===== src/rtl/teclado_pkg.sv =====
// teclado_pkg: shared types and constants for the 4x4 keypad scanner.
// Holds the scanner FSM state encoding, the raw key codes consumed by the
// keypad decoder and the column/row to code mapping.
package teclado_pkg;

    // Scanner FSM states
    typedef enum logic [1:0] {
        SCAN     = 2'd0,
        DEBOUNCE = 2'd1,
        PRESSED  = 2'd2,
        RELEASE  = 2'd3
    } estado_t;

    // Raw key codes: {col[0], col[1], ~row[0], ~row[1]}
    localparam logic [3:0] KEY_1    = 4'b0011;
    localparam logic [3:0] KEY_2    = 4'b1011;
    localparam logic [3:0] KEY_3    = 4'b0111;
    localparam logic [3:0] KEY_A    = 4'b1111;
    localparam logic [3:0] KEY_4    = 4'b0001;
    localparam logic [3:0] KEY_5    = 4'b1001;
    localparam logic [3:0] KEY_6    = 4'b0101;
    localparam logic [3:0] KEY_B    = 4'b1101;
    localparam logic [3:0] KEY_7    = 4'b0010;
    localparam logic [3:0] KEY_8    = 4'b1010;
    localparam logic [3:0] KEY_9    = 4'b0110;
    localparam logic [3:0] KEY_C    = 4'b1110;
    localparam logic [3:0] KEY_STAR = 4'b0000;
    localparam logic [3:0] KEY_0    = 4'b1000;
    localparam logic [3:0] KEY_HASH = 4'b0100;
    localparam logic [3:0] KEY_D    = 4'b1100;

    // Map a (column, row) position of the keypad to its raw key code
    function automatic logic [3:0] col_row_to_code(input logic [1:0] col,
                                                   input logic [1:0] row);
        logic [3:0] code;
        case ({row, col})
            4'b00_00: code = KEY_1;
            4'b00_01: code = KEY_2;
            4'b00_10: code = KEY_3;
            4'b00_11: code = KEY_A;
            4'b01_00: code = KEY_4;
            4'b01_01: code = KEY_5;
            4'b01_10: code = KEY_6;
            4'b01_11: code = KEY_B;
            4'b10_00: code = KEY_7;
            4'b10_01: code = KEY_8;
            4'b10_10: code = KEY_9;
            4'b10_11: code = KEY_C;
            4'b11_00: code = KEY_STAR;
            4'b11_01: code = KEY_0;
            4'b11_10: code = KEY_HASH;
            default:  code = KEY_D;
        endcase
        return code;
    endfunction

endpackage


===== src/rtl/sincronizador_2ff.sv =====
// sincronizador_2ff: parameterized-width two-flop synchronizer for signals
// that arrive asynchronously to clk. Each bit is synchronized independently,
// so multi-bit inputs must tolerate per-bit skew (keypad rows do).
module sincronizador_2ff #(
    parameter int               WIDTH     = 4,
    parameter logic [WIDTH-1:0] RESET_VAL = '0
) (
    input  logic             clk,
    input  logic             rst_n,
    input  logic [WIDTH-1:0] d,
    output logic [WIDTH-1:0] q
);

    logic [WIDTH-1:0] meta_reg;
    logic [WIDTH-1:0] sync_reg;

    // Two-stage capture chain resolving metastability on the first stage
    always_ff @(posedge clk or negedge rst_n) begin
        if (!rst_n) begin
            meta_reg <= RESET_VAL;
            sync_reg <= RESET_VAL;
        end else begin
            meta_reg <= d;
            sync_reg <= meta_reg;
        end
    end

    assign q = sync_reg;

endmodule


===== src/rtl/teclado_barrido.sv =====
// teclado_barrido: 4x4 matrix keypad scanner.
// Drives one column low at a time, reads the synchronized rows, debounces
// press and release, and hands the raw key code plus a one-cycle strobe to
// the keypad decoder. key_held stays high until the release is debounced.
// Optional build macro: TECLADO_REPEAT_EN adds auto-repeat strobes every
// REPEAT_CYCLES cycles while the accepted key remains held.
module teclado_barrido
    import teclado_pkg::*;
#(
    parameter int SCAN_DIV        = 50000,
    parameter int DEBOUNCE_CYCLES = 1000000,
    parameter int REPEAT_CYCLES   = 25000000
) (
    input  logic       clk,
    input  logic       rst_n,
    input  logic [3:0] rows_n,
    output logic [3:0] cols_n,
    output logic [3:0] key_code,
    output logic       key_valid,
    output logic       key_held
);

    localparam int DIV_W = $clog2(SCAN_DIV);
    localparam int DEB_W = $clog2(DEBOUNCE_CYCLES);
    localparam logic [DIV_W-1:0] DIV_LAST = DIV_W'(SCAN_DIV - 1);
    localparam logic [DEB_W-1:0] DEB_LAST = DEB_W'(DEBOUNCE_CYCLES - 1);

    logic [3:0]       rows_s;
    logic             rows_idle;
    logic             scan_tick;
    logic [1:0]       row_low;

    estado_t          state_reg,    state_next;
    logic [1:0]       col_reg,      col_next;
    logic [1:0]       row_reg,      row_next;
    logic [DIV_W-1:0] div_cnt_reg,  div_cnt_next;
    logic [DEB_W-1:0] deb_cnt_reg,  deb_cnt_next;
    logic [3:0]       key_code_reg, key_code_next;
    logic             key_valid_reg, key_valid_next;
    logic             key_held_reg, key_held_next;

`ifdef TECLADO_REPEAT_EN
    localparam int REP_W = $clog2(REPEAT_CYCLES);
    localparam logic [REP_W-1:0] REP_LAST = REP_W'(REPEAT_CYCLES - 1);
    logic [REP_W-1:0] rep_cnt_reg, rep_cnt_next;
`else
    // Repeat interval has no effect in this build; referenced only so the
    // parameter list stays identical across builds.
    logic unused_repeat_cfg;
    assign unused_repeat_cfg = (REPEAT_CYCLES > 0);
`endif

    // Rows idle high (no key) out of reset so nothing is detected spuriously
    sincronizador_2ff #(
        .WIDTH     (4),
        .RESET_VAL (4'b1111)
    ) u_sync_rows (
        .clk   (clk),
        .rst_n (rst_n),
        .d     (rows_n),
        .q     (rows_s)
    );

    assign rows_idle = (rows_s == 4'b1111);
    assign scan_tick = (state_reg == SCAN) && (div_cnt_reg == DIV_LAST);

    // One-hot active-low column drive decoded from the current column
    genvar gi;
    for (gi = 0; gi < 4; gi++) begin : g_cols
        assign cols_n[gi] = (col_reg != 2'(gi));
    end

    // Lowest-index low row wins when several rows are pressed together
    always_comb begin
        row_low = 2'd0;
        for (int i = 3; i >= 0; i--) begin
            if (!rows_s[i]) row_low = 2'(i);
        end
    end

    // Scanner FSM next-state, counters and output register updates
    always_comb begin
        state_next     = state_reg;
        col_next       = col_reg;
        row_next       = row_reg;
        div_cnt_next   = div_cnt_reg;
        deb_cnt_next   = deb_cnt_reg;
        key_code_next  = key_code_reg;
        key_valid_next = 1'b0;
        key_held_next  = key_held_reg;
`ifdef TECLADO_REPEAT_EN
        rep_cnt_next   = rep_cnt_reg;
`endif
        case (state_reg)
            SCAN: begin
                if (scan_tick) begin
                    div_cnt_next = '0;
                    if (rows_idle) begin
                        col_next = col_reg + 2'd1;
                    end else begin
                        row_next   = row_low;
                        state_next = DEBOUNCE;
                    end
                end else begin
                    div_cnt_next = div_cnt_reg + DIV_W'(1);
                end
            end
            DEBOUNCE: begin
                if (rows_s[row_reg]) begin
                    // Press bounced away: resume scanning on the same column
                    deb_cnt_next = '0;
                    state_next   = SCAN;
                end else if (deb_cnt_reg == DEB_LAST) begin
                    deb_cnt_next   = '0;
                    key_code_next  = col_row_to_code(col_reg, row_reg);
                    key_valid_next = 1'b1;
                    key_held_next  = 1'b1;
                    state_next     = PRESSED;
`ifdef TECLADO_REPEAT_EN
                    rep_cnt_next   = '0;
`endif
                end else begin
                    deb_cnt_next = deb_cnt_reg + DEB_W'(1);
                end
            end
            PRESSED: begin
                deb_cnt_next = '0;
                state_next   = RELEASE;
`ifdef TECLADO_REPEAT_EN
                // The PRESSED cycle counts towards the first repeat interval
                rep_cnt_next = rep_cnt_reg + REP_W'(1);
`endif
            end
            RELEASE: begin
                if (!rows_idle) begin
                    deb_cnt_next = '0;
                end else if (deb_cnt_reg == DEB_LAST) begin
                    deb_cnt_next  = '0;
                    key_held_next = 1'b0;
                    col_next      = col_reg + 2'd1;
                    state_next    = SCAN;
                end else begin
                    deb_cnt_next = deb_cnt_reg + DEB_W'(1);
                end
`ifdef TECLADO_REPEAT_EN
                if (rows_idle) begin
                    rep_cnt_next = '0;
                end else if (rep_cnt_reg == REP_LAST) begin
                    rep_cnt_next   = '0;
                    key_valid_next = 1'b1;
                end else begin
                    rep_cnt_next = rep_cnt_reg + REP_W'(1);
                end
`endif
            end
            default: state_next = SCAN;
        endcase
    end

    // State and output registers
    always_ff @(posedge clk or negedge rst_n) begin
        if (!rst_n) begin
            state_reg     <= SCAN;
            col_reg       <= 2'd0;
            row_reg       <= 2'd0;
            div_cnt_reg   <= '0;
            deb_cnt_reg   <= '0;
            key_code_reg  <= 4'b0000;
            key_valid_reg <= 1'b0;
            key_held_reg  <= 1'b0;
`ifdef TECLADO_REPEAT_EN
            rep_cnt_reg   <= '0;
`endif
        end else begin
            state_reg     <= state_next;
            col_reg       <= col_next;
            row_reg       <= row_next;
            div_cnt_reg   <= div_cnt_next;
            deb_cnt_reg   <= deb_cnt_next;
            key_code_reg  <= key_code_next;
            key_valid_reg <= key_valid_next;
            key_held_reg  <= key_held_next;
`ifdef TECLADO_REPEAT_EN
            rep_cnt_reg   <= rep_cnt_next;
`endif
        end
    end

    assign key_code  = key_code_reg;
    assign key_valid = key_valid_reg;
    assign key_held  = key_held_reg;

endmodule


===== config.mk =====
export PLATFORM = sky130hd
export DESIGN_NAME = teclado_barrido
export DESIGN_NICKNAME = d
export VERILOG_FILES = /design/src/rtl/teclado_pkg.sv /design/src/rtl/sincronizador_2ff.sv /design/src/rtl/teclado_barrido.sv
export SDC_FILE = /design/constraint.sdc
export NUM_CORES = 1
export LEC_CHECK = 0
export ABC_AREA = 1
export CORE_MARGIN = 2
export CORE_UTILIZATION = 55
export CTS_BUF_LIST = sky130_fd_sc_hd__clkbuf_8
export DETAILED_ROUTE_END_ITERATION = 10
export PLACE_DENSITY = 0.76
export SLEW_MARGIN = 15
export SYNTH_ARGS = -nofsm -noshare
export SYNTH_HDL_FRONTEND = slang
export SYNTH_HIERARCHICAL = 1
export SYNTH_SLANG_ARGS = --single-unit

===== constraint.sdc =====
create_clock -name clk -period 4.3 [get_ports clk]
set_input_delay 0.86 -clock clk [delete_from_list [all_inputs] [get_ports clk]]
set_output_delay 0.86 -clock clk [all_outputs]
set_load 0.1 [all_outputs]

==> flow_metrics.tcl <==
set metrics [dict create \
    syn_area_um2 2980 \
    area_growth_pct 10.4 \
    setup_viol 0 \
    num_rows 26 \
    fin_ws_ns 1.24 \
    routed_wl_um 5450 \
    rr_worst_depth 7 \
    synth_cells 364 \
    synth_fa_ha_area_frac 0.0252 \
    whs_path_depth 0 \
    synth_seq_cells 56 \
    grtUsageTotal 0.203 \
    drt_iter0_drc 155 \
    via_count 2350 \
    largest_reg_flops 20 \
    synthMuxAreaShare 0 \
    p_total_uw 860 \
    hp-class "flip-flop to flip-flop" \
    r2r_setup_slack_ns 2.45 \
    max_slew_margin 0.358 \
    status "complete, no violations" \
    skew_ns 0.00728 \
    irDropWorstVdd_mv 0.134 \
    report.final.slew_viol_count 0 \
    post_cts_resized 0 \
    vias_per_cell 5.16 \
    crit_type "flip-flop to primary output" \
    final_cell_mix "nand2_1, inv_1, dfrtp_1" \
    drc 0 \
    start_kind "flip-flop" \
    final_cell_area_um2 3290 \
    core_region_area_um2 5170 \
    drt_pass1_iterations 4 \
    ys_warn_count 6 \
    crit_fanout 4 \
    ys_types 32 \
    start_util 0.576 \
    synth-compound-area-share 0.0584 \
    die_h_um 77.6 \
    die_x_um 77.6 \
    cts_made_buffers 5 \
    clock.fmax_mhz 327 \
    drtAntennaViolNets 0 \
    cts_sinks 56 \
    clock_path_buffers 2 \
    wl_per_cell_um 12.0 \
    nNetsFinal 396 \
    synth_top_family_by_area "simple AND/OR/NAND/NOR gates" \
    rsz0062_at_grt "false" \
    worstSkewPairLatency_ns 0.32 \
    worst_slew_pin_slew_ns 0.960 \
    r2r_end "div_cnt_reg[15]" \
    seq_area_frac_synth 0.474 \
    grt-ovfl-total 0 \
    n_fill_cell 438 \
    dpl.hpwl_um 4040 \
    cts_tree "built" \
    setup_tns_ns 0 \
    ctsRootBufferMaster "clkbuf_8" \
    portBuffers 15 \
    grt_antenna_before_repair 0 \
    path_clk_slew_ns 0.11 \
    cts_hold_buf 0 \
    post-place-ws_ns 1.59 \
    fin_crit_ns 3.06 \
    dieArea_um2 6020 \
    powerDensity_nw_per_um2 262 \
    grt_pass1_vias 2288 \
    finish.utilization 0.636 \
    htree_levels 2 \
    grt_start_max_net_pins 37 \
    arrival_ns 2.20 \
    gp_congestion 0.906 \
    synth_xor_area_frac 0.0471 \
    worstHoldStart "u_sync_rows/meta_reg[2]" \
    grt_pass1_wl_um 9890 \
    drive_gt1_frac 0.122 \
    final_common_cell "nand2_1" \
    finalHoldViolCount 0 \
    maxCapViolCount 0 \
    antenna-diode-count 0 \
    cts_setup_buffers 0 \
    whs_endpoint "u_sync_rows/q[2]" \
    ios 16 \
    syn_nets 376 \
    worstPathRequired_ns 3.44 \
    avgSynthCellArea_um2 8.18 \
    fin_crit_sh 0.712 \
    place_area_um2 3190 \
    endpoint_kind "primary output" \
    yosys.area_share.simple 0.317 \
    p_leak_uw 0.00158 \
]
## worst max path at each step
stage	from	to	slack, ns	cells after the start
after floorplan	col_reg[0]	cols_n[0]	2.22	3
after global placement	col_reg[0]	cols_n[2]	1.62	4
after detailed placement	col_reg[0]	cols_n[0]	1.59	4
after CTS	col_reg[0]	cols_n[0]	1.23	4
after global routing	col_reg[0]	cols_n[2]	1.15	4
final	col_reg[0]	cols_n[0]	1.24	4
## area by class of cell
| class | count | area (µm²) | area share |
|---|---|---|---|
| inverter | 56 | 210 | 0.0639 |
| clock inverter | 3 | 25.0 | 0.00761 |
| multi-input combinational | 249 | 1330 | 0.405 |
| timing repair buffer | 16 | 153 | 0.0464 |
| tap | 70 | 87.6 | 0.0266 |
| clock buffer | 5 | 68.8 | 0.0209 |
| sequential | 56 | 1410 | 0.429 |
## where the power goes
| part | switching (µW) | internal, µW | total [µW] |
|---|---|---|---|
| clock network | 187 | 119 | 306 |
| logic | 13.6 | 5.59 | 19.2 |
| registers | 2.09 | 533 | 535 |
## worst max-delay path, cell delays in order, from the launching register on
cell and delay [ns]:
dfrtp_1 0.41, inv_1 0.10, ha_1 0.21, inv_1 0.05
clkdlybuf4s50_1 1.11
## per-stage QoR
step	instances	hold slack [ns]
final	455	0.362
after global routing	455	0.369
after CTS	455	0.363
after detailed placement	447	0.347
after global placement	447	0.346
after floorplan	364	0.345
## cell usage after synthesis, drive strengths merged
cell | count | area share
dfstp | 8 | 0.071
a21oi | 11 | 0.018
inv | 56 | 0.071
or2 | 2 | 0.0042
nand4 | 7 | 0.015
ha | 6 | 0.025
xnor2 | 2 | 0.0059
nor4 | 2 | 0.0063
o21ai | 22 | 0.037
o311ai | 1 | 0.0029
nor3 | 12 | 0.029
nand3 | 35 | 0.066
dfrtp | 48 | 0.40
xor2 | 14 | 0.041
nand3b | 1 | 0.0025
nand2 | 80 | 0.11
buf | 3 | 0.0080
nor2 | 54 | 0.088
## metal layers
metal,global-route usage,up-vias,part of all wire
met4,0.0732,0,0.013
met5,0,-,0
li1,-,1184,-
met1,0.267,1109,0.46
met3,0.0360,6,0.040
met2,0.335,51,0.48
## logic make-up after synthesis
logic type	after synthesis
flops	56
simple gates	193
buf+inv	59
fa+ha+maj	6
compound gates	34
xor+xnor	16
No activity file was read; power rests on OpenSTA's default activity.
